===== config.mk =====
export PLATFORM = sky130hd
export DESIGN_NAME = frame_receiver
export DESIGN_NICKNAME = d
export VERILOG_FILES = /design/src/rtl/frame_receiver.sv
export SDC_FILE = /design/constraint.sdc
export NUM_CORES = 1
export LEC_CHECK = 0
export ABC_AREA = 1
export CORE_MARGIN = 2
export CORE_UTILIZATION = 35
export CTS_CLUSTER_DIAMETER = 200
export CTS_CLUSTER_SIZE = 24
export DETAILED_ROUTE_END_ITERATION = 12
export PLACE_DENSITY = 0.56
export SETUP_SLACK_MARGIN = 0.2
export SLEW_MARGIN = 40
export SYNTH_ARGS = -nofsm -noshare
export SYNTH_HDL_FRONTEND = slang
export SYNTH_SLANG_ARGS = --single-unit

===== constraint.sdc =====
create_clock -name clk -period 2.1 [get_ports clk]
set_input_delay 0.42 -clock clk [delete_from_list [all_inputs] [get_ports clk]]
set_output_delay 0.42 -clock clk [all_outputs]
set_load 0.01 [all_outputs]

===== src/rtl/frame_receiver.sv =====
// Serial frame receiver: start, 2-bit channel id, BUFF_SIZE data bits, even parity, stop.
// Reports good frames per channel, parity errors and framing errors as one-cycle strobes.
module frame_receiver #(
  parameter int BUFF_SIZE    = 8,
  parameter int CLKS_PER_BIT = 4
) (
  input  logic                 clk,
  input  logic                 rst,
  input  logic                 rx,
  output logic [BUFF_SIZE-1:0] data_out,
  output logic [1:0]           ch_id,
  output logic                 valid_1,
  output logic                 valid_2,
  output logic                 valid_3,
  output logic                 parity_err,
  output logic                 frame_err,
  output logic                 busy
);

  localparam logic [2:0] IDLE   = 3'd0;
  localparam logic [2:0] START  = 3'd1;
  localparam logic [2:0] CHAN   = 3'd2;
  localparam logic [2:0] DATA   = 3'd3;
  localparam logic [2:0] PARITY = 3'd4;
  localparam logic [2:0] STOP   = 3'd5;
  localparam logic [2:0] BREAK  = 3'd6;

  localparam int TW = (CLKS_PER_BIT > 2) ? $clog2(CLKS_PER_BIT) : 1;
  localparam int CW = $clog2(BUFF_SIZE + 1);
  localparam int SW = BUFF_SIZE + 2;
  localparam logic [TW-1:0] HALF_TC  = TW'(CLKS_PER_BIT / 2 - 1);
  localparam logic [TW-1:0] FULL_TC  = TW'(CLKS_PER_BIT - 1);
  localparam logic [CW-1:0] LAST_CH  = CW'(1);
  localparam logic [CW-1:0] LAST_BIT = CW'(BUFF_SIZE - 1);

  logic                 rx_s1_q, rx_s2_q, rx_prev_q;
  logic [2:0]           state_q, state_d;
  logic [TW-1:0]        timer_q, timer_d;
  logic [CW-1:0]        bit_cnt_q, bit_cnt_d;
  logic [SW-1:0]        shift_q, shift_d;
  logic                 par_q, par_d;
  logic [BUFF_SIZE-1:0] data_q, data_d;
  logic [1:0]           ch_q, ch_d;
  logic [2:0]           valid_q, valid_d;
  logic                 perr_q, perr_d;
  logic                 ferr_q, ferr_d;
  logic                 rx_sync, fall, mid_bit;

  assign rx_sync = rx_s2_q;
  assign fall    = rx_prev_q & ~rx_sync;
  assign mid_bit = (timer_q == FULL_TC);

  always_ff @(posedge clk or posedge rst) begin
    if (rst) begin
      rx_s1_q   <= 1'b1;
      rx_s2_q   <= 1'b1;
      rx_prev_q <= 1'b1;
    end else begin
      rx_s1_q   <= rx;
      rx_s2_q   <= rx_s1_q;
      rx_prev_q <= rx_s2_q;
    end
  end

  always_comb begin
    state_d   = state_q;
    timer_d   = timer_q + TW'(1);
    bit_cnt_d = bit_cnt_q;
    shift_d   = shift_q;
    par_d     = par_q;
    data_d    = data_q;
    ch_d      = ch_q;
    valid_d   = 3'b000;
    perr_d    = 1'b0;
    ferr_d    = 1'b0;
    case (state_q)
      IDLE: begin
        timer_d = '0;
        if (fall) state_d = START;
      end
      START: begin
        if (timer_q == HALF_TC) begin
          timer_d = '0;
          state_d = rx_sync ? IDLE : CHAN;
        end
      end
      // channel and data bits share one LSB-first shift register: ch ends in [1:0]
      CHAN: begin
        if (mid_bit) begin
          timer_d = '0;
          shift_d = {rx_sync, shift_q[SW-1:1]};
          if (bit_cnt_q == LAST_CH) begin
            bit_cnt_d = '0;
            state_d   = DATA;
          end else begin
            bit_cnt_d = bit_cnt_q + CW'(1);
          end
        end
      end
      DATA: begin
        if (mid_bit) begin
          timer_d = '0;
          shift_d = {rx_sync, shift_q[SW-1:1]};
          if (bit_cnt_q == LAST_BIT) begin
            bit_cnt_d = '0;
            state_d   = PARITY;
          end else begin
            bit_cnt_d = bit_cnt_q + CW'(1);
          end
        end
      end
      PARITY: begin
        if (mid_bit) begin
          timer_d = '0;
          par_d   = rx_sync;
          state_d = STOP;
        end
      end
      STOP: begin
        if (mid_bit) begin
          timer_d = '0;
          data_d  = shift_q[SW-1:2];
          ch_d    = shift_q[1:0];
          state_d = IDLE;
          if (!rx_sync) begin
            ferr_d  = 1'b1;
            state_d = BREAK;
          end else if (shift_q[1:0] == 2'd0) begin
            ferr_d = 1'b1;
          end else if ((^shift_q) != par_q) begin
            perr_d = 1'b1;
          end else begin
            case (shift_q[1:0])
              2'd1:    valid_d = 3'b001;
              2'd2:    valid_d = 3'b010;
              default: valid_d = 3'b100;
            endcase
          end
        end
      end
      BREAK: begin
        timer_d = '0;
        if (rx_sync) state_d = IDLE;
      end
      default: begin
        timer_d = '0;
        state_d = IDLE;
      end
    endcase
  end

  always_ff @(posedge clk or posedge rst) begin
    if (rst) begin
      state_q   <= IDLE;
      timer_q   <= '0;
      bit_cnt_q <= '0;
      shift_q   <= '0;
      par_q     <= 1'b0;
      data_q    <= '0;
      ch_q      <= 2'd0;
      valid_q   <= 3'b000;
      perr_q    <= 1'b0;
      ferr_q    <= 1'b0;
    end else begin
      state_q   <= state_d;
      timer_q   <= timer_d;
      bit_cnt_q <= bit_cnt_d;
      shift_q   <= shift_d;
      par_q     <= par_d;
      data_q    <= data_d;
      ch_q      <= ch_d;
      valid_q   <= valid_d;
      perr_q    <= perr_d;
      ferr_q    <= ferr_d;
    end
  end

  assign data_out   = data_q;
  assign ch_id      = ch_q;
  assign valid_1    = valid_q[0];
  assign valid_2    = valid_q[1];
  assign valid_3    = valid_q[2];
  assign parity_err = perr_q;
  assign frame_err  = ferr_q;
  assign busy       = (state_q != IDLE);

endmodule


==> impl_metrics.env, run 1 <==
export IMPL_worst_slew_pin_slew_ps=478
export IMPL_critical_path_max_fanout=2
export IMPL_place_gp_congestion=0.786
export IMPL_track_usage_pct=12.5
export IMPL_clk_pin_slew_ps=80
export IMPL_pin_count=19
export IMPL_finalWorstSetupSlack_ps=346
export IMPL_dieHeight_um=78.3
export IMPL_p_per_area_mw_per_mm2=948
export IMPL_critical_path_class="reg2out"
export IMPL_fill_cells=557
export IMPL_ys_async_sr_fraction_pct=100
export IMPL_num_nets_final=269
export IMPL_slew_headroom_pct=68.2
export IMPL_yosys_area_top_type="dfrtp_1"
export IMPL_place_area_mm2=0.00217
export IMPL_holdBufCountCts=0
export IMPL_overflow=0
export IMPL_vias_per_cell=4.52
export IMPL_numCtsBuffers=5
export IMPL_synthesis_nets=246
export IMPL_yosys_area_top_type_share_pct=45.3
export IMPL_syn_avg_cell_area_um2=8.23
export IMPL_hp_class="reg2reg"
export IMPL_dp_hpwl_um=2340
export IMPL_finalSetupTns_ps=0
export IMPL_num_antenna_cells=0
export IMPL_synth_top_flop_cell="dfrtp_1"
export IMPL_coreArea_mm2=0.00541
export IMPL_cp_required_ps=1680
export IMPL_synth_seq_area_share_pct=49.4
export IMPL_cts_root_buf="clkbuf_8"
export IMPL_status="finished clean"
export IMPL_first_pass_iters=4
export IMPL_yosys_warnings=0
export IMPL_grt_max_degree=39
export IMPL_drt_iter0_drc=53
export IMPL_die_w_um=78.3
export IMPL_ir_drop_v=0.000350
export IMPL_setup_violations=0
export IMPL_min_period_ps=1750
export IMPL_antenna_found_initial=0
export IMPL_routed_wl_um=3320
export IMPL_fmax_mhz=570
export IMPL_fin_crit_sh_pct=83.5
export IMPL_p_leak_nw=1.07
export IMPL_critPathArrivalTime_ps=1330
export IMPL_cap_violations=0
export IMPL_final_cell_mix="nand2_1 (62), inv_1 (33), dfrtp_1 (32)"
export IMPL_ys_top_cells_by_area="dfrtp_1 (45%), nand2_1 (12%), inv_1 (6.4%)"
export IMPL_drive_gt1_share_pct=13.9
export IMPL_synth_area_mm2=0.00193
export IMPL_clock_latency_ps=300
export IMPL_rows=27
export IMPL_numPortBuffers=18
export IMPL_pre_cts_ws_ps=367
export IMPL_ant_nets=0
export IMPL_cts_buffer_depth=2
export IMPL_grt_pass1_vias=1347
export IMPL_start_kind="register"
export IMPL_vias=1495
export IMPL_rsz0062_at_grt="false"
export IMPL_synth_seq_cells=38
export IMPL_crit_path_end_kind="primary output"
export IMPL_synth_edf_count=0
export IMPL_route_detailed_drc=0
export IMPL_total_power_mw=2.18
export IMPL_layout_commonest_cell="nand2_1"
export IMPL_htreeDepth=2
export IMPL_start_util_pct=35.8
export IMPL_cts_tree="done"
export IMPL_cts_num_sinks=38
export IMPL_skew_ps=7.88
export IMPL_wire_per_inst_um=10.0
export IMPL_synth_cells=235
export IMPL_fin_util_pct=42.5
export IMPL_final_area_mm2=0.00230
export IMPL_drv_slew=0
export IMPL_synth_distinct_cells=28
export IMPL_hold_violations=0
export IMPL_synthToLayoutAreaGrowth_pct=18.9
export IMPL_die_area_mm2=0.00614
export IMPL_grt_pass1_wl_um=6070
where the power goes:
part,leakage (nW),total (mW),internal [mW],switching (mW)
sequential,0.510,0.887,0.812,0.0754
combinational,0.506,0.666,0.257,0.409
clock,0.0504,0.627,0.353,0.273
total,1.07,2.18,1.42,0.758
final timing paths:
kind | from | to | slack, ps | cells past startpoint
setup / recovery | state_q[1]$_DFFE_PP0P_ | busy | 350 | 5
hold / removal | rx_s1_q$_DFF_PP1_ | rx_s2_q$_DFF_PP1_ | 360 | 0
setup reg to reg | timer_q[0]$_DFF_PP0_ | bit_cnt_q[3]$_DFFE_PP0P_ | 540 | 5
hold reg to reg | rx_s1_q$_DFF_PP1_ | rx_s2_q$_DFF_PP1_ | 360 | 0
max in group asynchronous | rst | state_q[2]$_DFFE_PP0P_ | 1210 | 3
min in group asynchronous | rst | data_out[7]$_DFFE_PP0P_ | 520 | 3
state kept, by name (all words and copies together) (netlist names):
| signal | flops |
|---|---|
| frame_err | 1 |
| state_q | 3 |
| par_q | 1 |
| timer_q | 2 |
| rx_s1_q | 1 |
| rx_s2_q | 1 |
| data_out | 8 |
| bit_cnt_q | 4 |
| ch_id | 2 |
| shift_q | 10 |
| valid_q | 3 |
| parity_err | 1 |
| rx_prev_q | 1 |
metal layers:
| metal | track usage, % | share of wire (%) | vias to the layer above |
|---|---|---|---|
| met1 | 16.7 | 49 | 676 |
| met4 | 6.49 | 2.7 | 0 |
| met2 | 18.4 | 44 | 37 |
| met5 | 0 | 0 | - |
| li1 | - | - | 772 |
| met3 | 3.56 | 4.6 | 10 |
repair_timing:
item	CTS	global route
endpoints found under the setup margin	1	0
gates resized for setup	4	0
setup buffers	2	0
layout make-up:
class | instances | area [um^2] | share of cell area (%)
sequential | 38 | 958 | 41.7
multi-input combinational | 152 | 782 | 34.0
timing repair buffer | 22 | 209 | 9.09
inverter | 39 | 146 | 6.37
tap | 72 | 90.1 | 3.92
clock buffer | 5 | 68.8 | 2.99
clock inverter | 3 | 45.0 | 1.96
critical path, stage by stage (launching register included):
cell and delay [ps]:
dfrtp_2 410, nor2_2 120, inv_1 40, nor2_1 140, inv_1 50, dlygate4sd2_1 280
cells in the mapped netlist, types with 3 or more instances:
cell type / count
dfstp_2: 3
o21ai_1: 21
nor2_1: 18
a21oi_1: 4
inv_2: 6
ha_1: 8
nand2_1: 62
buf_6: 3
nor2_2: 3
dfrtp_1: 35
o21ai_0: 4
nand2_2: 3
nand3_1: 13
inv_1: 33
through the flow:
step	std cells	hold WS [ps]
floorplan	235	345
global placement	321	347
CTS	331	360
detailed placement	321	348
finish	331	358
global route	331	371
logic make-up (layout without fill, tap and decap cells):
| logic type | Yosys count | count (layout) | share of synthesized area [%] |
|---|---|---|---|
| simple gates | 108 | 108 | 24.8 |
| compound gates | 33 | 33 | 9.12 |
| flops | 38 | 38 | 49.4 |
| buf+inv | 45 | 69 | 10.2 |
| xor+xnor | 3 | 3 | 1.36 |
| fa+ha+maj | 8 | 8 | 5.17 |
(Power assumes the default switching activity.)
==> run 2, diff against run 1 <==
PLACE_DENSITY = 0.58   (was 0.56)
clock period = 1.6 ns   (was 2.1 ns; I/O delays follow)
==> run 2 against run 1 <==
Against the previous run: final cell count increased by 3.3%; combinational power increased by 52%; sequential share of layout area decreased by 2.3 points; die area unchanged; clock skew increased by 0.57 ps; cell area increased by 5.4%; total power increased by 29%; largest cell class unchanged; largest power group unchanged.
==> impl_metrics.env, run 2 (same netlist as run 1, synthesis figures left out) <==
export IMPL_hold_path_endpoint="rx_s2_q$_DFF_PP1_"
export IMPL_cts_buffer_depth=2
export IMPL_grt_max_degree=39
export IMPL_dieHeight_um=78.3
export IMPL_skew_ps=8.44
export IMPL_total_power_mw=2.81
export IMPL_dp_hpwl_um=2460
export IMPL_antenna_found_initial=0
export IMPL_die_w_um=78.3
export IMPL_slew_headroom_pct=86.2
export IMPL_rows=27
export IMPL_setup_violations=0
export IMPL_hp_class="reg2reg"
export IMPL_critPathTopFamily="flip-flops"
export IMPL_drv_slew=0
export IMPL_cap_violations=0
export IMPL_routed_wl_um=3540
export IMPL_clk_pin_slew_ps=70
export IMPL_p_sw_share_pct=36.9
export IMPL_first_pass_iters=4
export IMPL_multi_input_area_um2=858
export IMPL_layout_commonest_cell="nand2_1"
export IMPL_finalSetupTns_ps=0
export IMPL_overflow=0
export IMPL_place_gp_congestion=0.751
export IMPL_r2r_cells=10
export IMPL_p_seq_share_pct=41.7
export IMPL_grt_pass1_wl_um=6290
export IMPL_whs_path_depth=0
export IMPL_p_per_area_mw_per_mm2=1160
export IMPL_crit_path_end_kind="primary output"
export IMPL_switching_power_mw=1.04
export IMPL_synthToLayoutAreaGrowth_pct=25.4
export IMPL_combPwrFrac_pct=36.1
export IMPL_die_area_mm2=0.00614
export IMPL_cts_root_buf="clkbuf_8"
export IMPL_pwr_share_clk_pct=22.3
export IMPL_grt_pass1_vias=1462
export IMPL_largest_reg_flops=10
export IMPL_start_util_pct=35.8
export IMPL_num_nets_final=281
export IMPL_register_area_um2=956
export IMPL_route_detailed_drc=0
export IMPL_critPathArrivalTime_ps=1120
export IMPL_htreeDepth=2
export IMPL_pin_count=19
export IMPL_layoutNonFillerInstCount=342
export IMPL_holdBufCountCts=0
export IMPL_timing_rr_end="valid_q[0]$_DFF_PP0_"
export IMPL_rsz0062_at_grt="true"
export IMPL_fill_cells=561
export IMPL_vias_per_cell=4.46
export IMPL_drive_gt1_share_pct=23.0
export IMPL_top_register="shift_q"
export IMPL_ir_drop_v=0.000436
export IMPL_critical_path_max_fanout=2
export IMPL_timing_rr_start="shift_q[1]$_DFFE_PP0P_"
export IMPL_hold_violations=0
export IMPL_final_cell_mix="nand2_1 (59), dfrtp_1 (34), inv_1 (29)"
export IMPL_cts_num_sinks=38
export IMPL_placedCellCount=327
export IMPL_worst_slew_pin_slew_ps=206
export IMPL_fmax_mhz=696
export IMPL_critical_path_class="reg2out"
export IMPL_ff2ff_setup_slack_ps=210
export IMPL_critPathBufInv=3
export IMPL_track_usage_pct=13.0
export IMPL_clock_latency_ps=290
export IMPL_numCtsBuffers=5
export IMPL_wire_per_inst_um=10.3
export IMPL_numPortBuffers=18
export IMPL_status="finished clean"
export IMPL_cts_tree="done"
export IMPL_vias=1527
export IMPL_start_kind="register"
export IMPL_holdWs_ps=356
export IMPL_ant_nets=0
export IMPL_coreArea_mm2=0.00541
export IMPL_cp_required_ps=1280
export IMPL_intPower_mw=1.77
export IMPL_min_period_ps=1440
export IMPL_slowest_delay_ps=390
export IMPL_slowest_stage="dfrtp_1"
export IMPL_crit_chain="nor2_2 > inv_1 > nor2_2 > inv_1 > buf_2"
export IMPL_hold_start="rx_s1_q$_DFF_PP1_"
export IMPL_p_leak_nw=1.20
export IMPL_fin_crit_sh_pct=89.8
export IMPL_num_antenna_cells=0
export IMPL_drt_iter0_drc=30
run 2: cell types whose count changed in the layout (fill, tap and decap cells not counted), sizes merged:
cell           before  now
buf                 4   17
bufinv              1    0
clkdlybuf4s50      17    2
clkinv              0    2
clkinvlp            2    0
dlygate4sd2         1   15
run 2: through the flow:
| step | setup slack [ps] | utilization, % | cell area (um^2) |
|---|---|---|---|
| global route | 80.2 | 44.9 | 2420 |
| finish | 164 | 44.9 | 2420 |
| detailed placement | 90.9 | 41.2 | 2230 |
| CTS | 126 | 43.5 | 2350 |
| floorplan | 203 | - | 1930 |
| global placement | 141 | 41.2 | 2230 |
run 2: how the worst max path moves through the flow:
stage | startpoint | to | slack, ps | depth (start not counted)
after CTS | state_q[0]$_DFFE_PP0P_ | busy | 130 | 5
after global routing | state_q[1]$_DFFE_PP0P_ | busy | 80 | 5
after global placement | state_q[1]$_DFFE_PP0P_ | busy | 140 | 5
after floorplan | shift_q[1]$_DFFE_PP0P_ | valid_q[0]$_DFF_PP0_ | 200 | 10
after detailed placement | shift_q[0]$_DFFE_PP0P_ | valid_q[2]$_DFF_PP0_ | 90 | 10
final | state_q[1]$_DFFE_PP0P_ | busy | 160 | 5
run 2: layer usage:
layer	wire [um]	track usage [%]	part of all wire, %	vias to the layer above
met5	0	0	0	-
met4	70	5.26	2.0	0
met3	120	3.56	3.4	8
met2	1700	21.8	48	26
met1	1650	15.9	47	697
li1	-	-	-	796
run 2: area by class of cell:
cell class	count	share of cell area [%]
tap	72	3.72
clock buffer	5	2.84
sequential	38	39.4
clock inverter	2	0.413
multi-input combinational	152	35.4
timing repair buffer	34	12.1
inverter	39	6.14
run 2: repair_timing:
action | 4_1_cts | 5_1_grt
endpoints found under the hold margin | 0 | 0
buffers inserted | 5 | 3
pin swaps | 9 | 9
setup endpoints to repair | 23 | 21
gates resized for setup | 28 | 13
run 2: power groups by stage:
stage	Combinational, mW	Sequential, mW	Clock [mW]
final	1.01	1.17	0.625
after global routing	1.16	1.18	0.697
after CTS	0.951	1.15	0.646
after detailed placement	0.921	1.16	0
after global placement	0.901	1.16	0
after floorplan	0.736	1.15	0
